<file path="src/rtl/multicycle_ctrl.sv">
// ============================================================================
// Module      : multicycle_ctrl
// Description : Main control FSM for the RV32I multicycle core. Sequences the
//               shared datapath and runs the memory ready/req handshake with an
//               optional wait timeout.
// Revision    : 1.0 - initial release
// ============================================================================
`default_nettype none

module multicycle_ctrl #(
    parameter int MEM_TIMEOUT = 16
) (
    input  logic       clk,
    input  logic       rst,
    input  logic [6:0] opcode,
    input  logic [2:0] funct3,
    input  logic       alu_zero,
    input  logic       alu_lt,
    input  logic       alu_ltu,
    input  logic       mem_ready,
    output logic       mem_req,
    output logic       mem_write,
    output logic       adr_src,
    output logic       ir_write,
    output logic       pc_write,
    output logic       reg_write,
    output logic [1:0] alu_src_a,
    output logic [1:0] alu_src_b,
    output logic [1:0] alu_op,
    output logic [1:0] result_src,
    output logic       instr_done,
    output logic       illegal,
    output logic       bus_err,
    output logic [3:0] state
);

    localparam logic [3:0] c_FETCH    = 4'd0;
    localparam logic [3:0] c_DECODE   = 4'd1;
    localparam logic [3:0] c_MEMADR   = 4'd2;
    localparam logic [3:0] c_MEMREAD  = 4'd3;
    localparam logic [3:0] c_MEMWB    = 4'd4;
    localparam logic [3:0] c_MEMWRITE = 4'd5;
    localparam logic [3:0] c_EXEC_R   = 4'd6;
    localparam logic [3:0] c_EXEC_I   = 4'd7;
    localparam logic [3:0] c_ALUWB    = 4'd8;
    localparam logic [3:0] c_BRANCH   = 4'd9;
    localparam logic [3:0] c_JAL      = 4'd10;
    localparam logic [3:0] c_JALR1    = 4'd11;
    localparam logic [3:0] c_JALR2    = 4'd12;

    localparam logic [6:0] c_OP_LOAD  = 7'b0000011;
    localparam logic [6:0] c_OP_STORE = 7'b0100011;
    localparam logic [6:0] c_OP_R     = 7'b0110011;
    localparam logic [6:0] c_OP_I     = 7'b0010011;
    localparam logic [6:0] c_OP_BR    = 7'b1100011;
    localparam logic [6:0] c_OP_JAL   = 7'b1101111;
    localparam logic [6:0] c_OP_JALR  = 7'b1100111;
    localparam logic [6:0] c_OP_AUIPC = 7'b0010111;

    localparam logic [7:0] c_TIMEOUT      = 8'(MEM_TIMEOUT);
    localparam logic [7:0] c_TIMEOUT_LAST = c_TIMEOUT - 8'd1;

    logic [3:0] r_state;
    logic [3:0] w_next;
    logic [7:0] r_wait_cnt;
    logic       w_mem_req;
    logic       w_timeout;
    logic       w_taken;
    logic       w_br_illegal;
    logic       w_mem_write;
    logic       w_ir_write;
    logic       w_pc_write;
    logic       w_reg_write;
    logic       w_instr_done;
    logic       w_illegal;

    assign w_mem_req = (r_state == c_FETCH) || (r_state == c_MEMREAD) ||
                       (r_state == c_MEMWRITE);
    // Ready in the same cycle as the limit wins, so the timeout needs !mem_ready.
    assign w_timeout = (c_TIMEOUT != 8'd0) && w_mem_req && !mem_ready &&
                       (r_wait_cnt == c_TIMEOUT_LAST);

    always_comb begin
        w_taken      = 1'b0;
        w_br_illegal = 1'b0;
        case (funct3)
            3'b000:  w_taken = alu_zero;
            3'b001:  w_taken = !alu_zero;
            3'b100:  w_taken = alu_lt;
            3'b101:  w_taken = !alu_lt;
            3'b110:  w_taken = alu_ltu;
            3'b111:  w_taken = !alu_ltu;
            default: w_br_illegal = 1'b1;
        endcase
    end

    always_comb begin
        w_next       = r_state;
        w_mem_write  = 1'b0;
        adr_src      = 1'b0;
        w_ir_write   = 1'b0;
        w_pc_write   = 1'b0;
        w_reg_write  = 1'b0;
        alu_src_a    = 2'b00;
        alu_src_b    = 2'b00;
        alu_op       = 2'b00;
        result_src   = 2'b00;
        w_instr_done = 1'b0;
        w_illegal    = 1'b0;
        case (r_state)
            c_FETCH: begin
                alu_src_b  = 2'b10;
                result_src = 2'b10;
                w_ir_write = mem_ready;
                w_pc_write = mem_ready;
                if (mem_ready) w_next = c_DECODE;
            end
            c_DECODE: begin
                alu_src_a = 2'b01;
                alu_src_b = 2'b01;
                case (opcode)
                    c_OP_LOAD, c_OP_STORE: w_next = c_MEMADR;
                    c_OP_R:                w_next = c_EXEC_R;
                    c_OP_I:                w_next = c_EXEC_I;
                    c_OP_BR:               w_next = c_BRANCH;
                    c_OP_JAL:              w_next = c_JAL;
                    c_OP_JALR:             w_next = c_JALR1;
                    c_OP_AUIPC:            w_next = c_ALUWB;
                    default: begin
                        w_next       = c_FETCH;
                        w_illegal    = 1'b1;
                        w_instr_done = 1'b1;
                    end
                endcase
            end
            c_MEMADR: begin
                alu_src_a = 2'b10;
                alu_src_b = 2'b01;
                w_next    = (opcode == c_OP_LOAD) ? c_MEMREAD : c_MEMWRITE;
            end
            c_MEMREAD: begin
                adr_src = 1'b1;
                if (mem_ready) begin
                    w_next = c_MEMWB;
                end else if (w_timeout) begin
                    w_next       = c_FETCH;
                    w_instr_done = 1'b1;
                end
            end
            c_MEMWB: begin
                result_src   = 2'b01;
                w_reg_write  = 1'b1;
                w_instr_done = 1'b1;
                w_next       = c_FETCH;
            end
            c_MEMWRITE: begin
                w_mem_write = 1'b1;
                adr_src     = 1'b1;
                if (mem_ready || w_timeout) begin
                    w_next       = c_FETCH;
                    w_instr_done = 1'b1;
                end
            end
            c_EXEC_R: begin
                alu_src_a = 2'b10;
                alu_op    = 2'b10;
                w_next    = c_ALUWB;
            end
            c_EXEC_I: begin
                alu_src_a = 2'b10;
                alu_src_b = 2'b01;
                alu_op    = 2'b10;
                w_next    = c_ALUWB;
            end
            c_ALUWB: begin
                w_reg_write  = 1'b1;
                w_instr_done = 1'b1;
                w_next       = c_FETCH;
            end
            c_BRANCH: begin
                alu_src_a    = 2'b10;
                alu_op       = 2'b01;
                w_instr_done = 1'b1;
                w_pc_write   = w_taken;
                w_illegal    = w_br_illegal;
                w_next       = c_FETCH;
            end
            c_JAL: begin
                alu_src_a  = 2'b01;
                alu_src_b  = 2'b10;
                w_pc_write = 1'b1;
                w_next     = c_ALUWB;
            end
            c_JALR1: begin
                alu_src_a = 2'b10;
                alu_src_b = 2'b01;
                w_next    = c_JALR2;
            end
            c_JALR2: begin
                alu_src_a  = 2'b01;
                alu_src_b  = 2'b10;
                w_pc_write = 1'b1;
                w_next     = c_ALUWB;
            end
            default: w_next = c_FETCH;
        endcase
    end

    always_ff @(posedge clk) begin
        if (rst) begin
            r_state    <= c_FETCH;
            r_wait_cnt <= 8'd0;
        end else begin
            r_state <= w_next;
            // A FETCH timeout keeps the state, so it must clear the count explicitly.
            if ((w_next != r_state) || mem_ready || w_timeout) begin
                r_wait_cnt <= 8'd0;
            end else if (w_mem_req) begin
                r_wait_cnt <= r_wait_cnt + 8'd1;
            end
        end
    end

    assign mem_req    = w_mem_req    & ~rst;
    assign mem_write  = w_mem_write  & ~rst;
    assign ir_write   = w_ir_write   & ~rst;
    assign pc_write   = w_pc_write   & ~rst;
    assign reg_write  = w_reg_write  & ~rst;
    assign instr_done = w_instr_done & ~rst;
    assign illegal    = w_illegal    & ~rst;
    assign bus_err    = w_timeout    & ~rst;
    assign state      = r_state;

endmodule

`default_nettype wire

</file>
<file path="config.mk">
export PLATFORM = sky130hd
export DESIGN_NAME = multicycle_ctrl
export DESIGN_NICKNAME = d
export VERILOG_FILES = /design/src/rtl/multicycle_ctrl.sv
export SDC_FILE = /design/constraint.sdc
export NUM_CORES = 1
export LEC_CHECK = 0
export BUFFER_PORTS_ARGS = -buffer_cell sky130_fd_sc_hd__buf_2
export CORE_UTILIZATION = 55
export CTS_BUF_LIST = sky130_fd_sc_hd__clkbuf_4 sky130_fd_sc_hd__clkbuf_8 sky130_fd_sc_hd__clkbuf_16
export CTS_CLUSTER_SIZE = 28
export DETAILED_ROUTE_END_ITERATION = 12
export PLACE_DENSITY = 0.88
export SKIP_CTS_REPAIR_TIMING = 1
export SLEW_MARGIN = 5
export SYNTH_ARGS = -nofsm -noshare
export SYNTH_HDL_FRONTEND = slang
export SYNTH_SLANG_ARGS = --single-unit
</file>
<file path="constraint.sdc">
create_clock -name clk -period 3.2 [get_ports clk]
set_input_delay 0.16 -clock clk [delete_from_list [all_inputs] [get_ports clk]]
set_output_delay 0.16 -clock clk [all_outputs]
set_load 0.1 [all_outputs]
</file>
==> impl_metrics.json <==
{
  "outcome": "finished, final reports clean",
  "drc_errors": 0,
  "initial_utilization_pct": 60.1,
  "synthesis.nets": 186,
  "fin_skew_ns": 0.00364,
  "crit_buf_inv": 1,
  "finalPower_mw": 0.419,
  "critPathMaxFanout": 25,
  "yosys_warnings": 0,
  "crit_slowest_cell": "dfxtp_1",
  "hp-start": "rst",
  "critPathRequiredTime_ns": 3.04,
  "final_cells": 228,
  "timing.final.setup_violations": 0,
  "clk_pin_slew_ns": 0.08,
  "slew_violations": 0,
  "synth.avg_cell_area_um2": 7.20,
  "dp_hpwl_um": 2590,
  "r2r_end": "r_wait_cnt[0]",
  "rows": 16,
  "grt_use_total_pct": 29.6,
  "hold_path_end": "state[3]",
  "post_drt_wl_per_cell_um": 14.6,
  "ant_nets": 0,
  "p_leak_nw": 0.577,
  "path_cells": "nand2b_1 > or3_1 > a31oi_4 > buf_2",
  "synth_top_cells_by_area": "dfxtp_1 (20%), nor4_1 (6.7%), nor2_1 (5.2%)",
  "synthTopCellsByCount": "nor2_1 (17), nor4_1 (13), dfxtp_1 (12)",
  "fmax_mhz": 378,
  "period_needed_ns": 2.65,
  "numCtsBuffers": 3,
  "synth_edf_count": 0,
  "die_y_um": 49.0,
  "layout.nets": 219,
  "tightest_slew_ns": 0.929,
  "worstSkewPairLatency_ns": 0.27,
  "antenna_found_initial": 0,
  "area_growth_pct": 24.3,
  "die-area_um2": 2400,
  "io_buffers": 36,
  "core_um2": 2020,
  "ys_seq_elements": 12,
  "powerDensity_nw_per_um2": 277,
  "max-slew-margin-rel_pct": 38.0,
  "reg2reg_slack_ns": 0.66,
  "dp_cells": 224,
  "clock_path_buffers": 2,
  "cts_root_buffer": "clkbuf_4",
  "grt_max_degree": 26,
  "io_pins": 37,
  "dr_total_vias": 1411,
  "cp-start-kind": "register",
  "syn_inst": 169,
  "path_class": "reg -> out",
  "routed_via_density": 6.19,
  "cts_tree": "yes",
  "hold_depth": 2,
  "grt_pass1_wl_um": 5690,
  "syn_area_um2": 1220,
  "grt_pass1_vias": 1336,
  "irDropWorstVdd_mv": 0.335,
  "crit_family": "flip-flops",
  "async_reset_ff_share_pct": 0,
  "fp.dieW_um": 49.0,
  "hold_class": "in -> reg",
  "rsz0062_at_grt": "no",
  "h-tree-depth": 1,
  "clock_sinks": 12,
  "critical_path_arrival_ns": 2.49,
  "worst_setup_path_end_kind": "primary output",
  "place_congestion": 0.933,
  "synth_top_area_share_pct": 19.8,
  "synth-seq-area-share_pct": 19.8,
  "period_share_pct": 82.7,
  "drt_wl_total_um": 3330,
  "drt_iter0_markers": 62,
  "max_stage_delay_ns": 0.93,
  "synth_flop_cell": "dfxtp_1",
  "drive_gt1_share_pct": 30.3,
  "synth_cell_types": 49,
  "hold_violations": 0,
  "firstDrtPassIters": 4,
  "drv_cap": 0,
  "synth_top_cell_by_area": "dfxtp_1",
  "r2r_start": "state[1]",
  "reg2reg_depth": 5,
  "overflow": 0,
  "yosysMostFrequentCell": "nor2_1",
  "diodes": 0
}
## worst max-delay path by stage
stage,endpoint,depth (start not counted),start,slack [ns]
5_1_grt,pc_write,4,state[1],0.41
4_1_cts,pc_write,4,state[1],0.56
3_3_place_gp,r_wait_cnt[4],5,state[1],0.81
3_5_place_dp,r_wait_cnt[1],5,state[1],0.69
6_report,pc_write,4,state[1],0.55
2_1_floorplan,reg_write,3,state[2],-0.28
## state kept, by name, indices dropped and copies added, names as in the netlist
signal and flops:
r_wait_cnt 8, state 4
## logic make-up (layout without fill, tap and decap cells)
logic type | after synthesis | in the layout | synth area share (%)
DFF | 12 | 12 | 19.8
AOI/OAI and AO/OA | 45 | 45 | 25.5
and+or+nand+nor | 82 | 82 | 37.8
buffers and inverters | 16 | 48 | 6.38
adders and majority gates | 1 | 1 | 1.03
xor gates and xnor gates | 11 | 11 | 7.92
muxes | 2 | 2 | 1.65
## worst register-to-register path: stages (launching register included)
cell	delay, ns
dfxtp_1	0.93
and2_1	0.27
nand2_1	0.07
o32a_1	0.37
a2111o_1	0.50
nor4_1	0.32
## area by class of cell
cell class              instances  area (um^2)
inverters                       6         22.5
flip-flops and latches         12          240
clock buffers                   4         36.3
repair buffers                 38          195
multi-input cells             141          983
fillers                       166          510
well taps                      27         33.8
## per-stage QoR
| stage | TNS, ns | cell area (um^2) | hold WS, ns | util (%) | setup WS, ns |
|---|---|---|---|---|---|
| floorplan | -0.420 | 1300 | 0.392 | - | -0.279 |
| global placement | 0 | 1480 | 0.533 | 73.0 | 0.814 |
| detailed placement | 0 | 1480 | 0.560 | 73.0 | 0.690 |
| CTS | 0 | 1510 | 0.290 | 74.8 | 0.562 |
| global route | 0 | 1510 | 0.294 | 74.8 | 0.410 |
| finish | 0 | 1510 | 0.285 | 74.8 | 0.554 |
## power breakdown
group / switching (mW) / internal (mW)
Combinational: 0.109 / 0.0369
Clock: 0.0489 / 0.0691
Sequential: 0.00395 / 0.151
Total: 0.162 / 0.257
## metal layers
layer  vias up  wire, um  track usage (%)
met3         8       189             2.18
met2        63      1750             56.0
met1       642      1330             33.3
li1        698         -                -
met4         0        65             13.7
met5         -         0                0
## placed cells by master, fill, tap and decap left out, types with 3 or more instances in the layout
cell type / n
buf_2: 36
nor2_1: 16
nor4_1: 12
dfxtp_1: 12
nand2_1: 11
a21oi_1: 10
nand3_1: 9
nand2b_1: 8
xnor2_1: 7
inv_1: 6
o21ai_0: 5
nor3_2: 4
xor2_1: 4
nor3_1: 4
a311o_1: 3
clkbuf_4: 3
No activity file was read; power rests on OpenSTA's default activity.
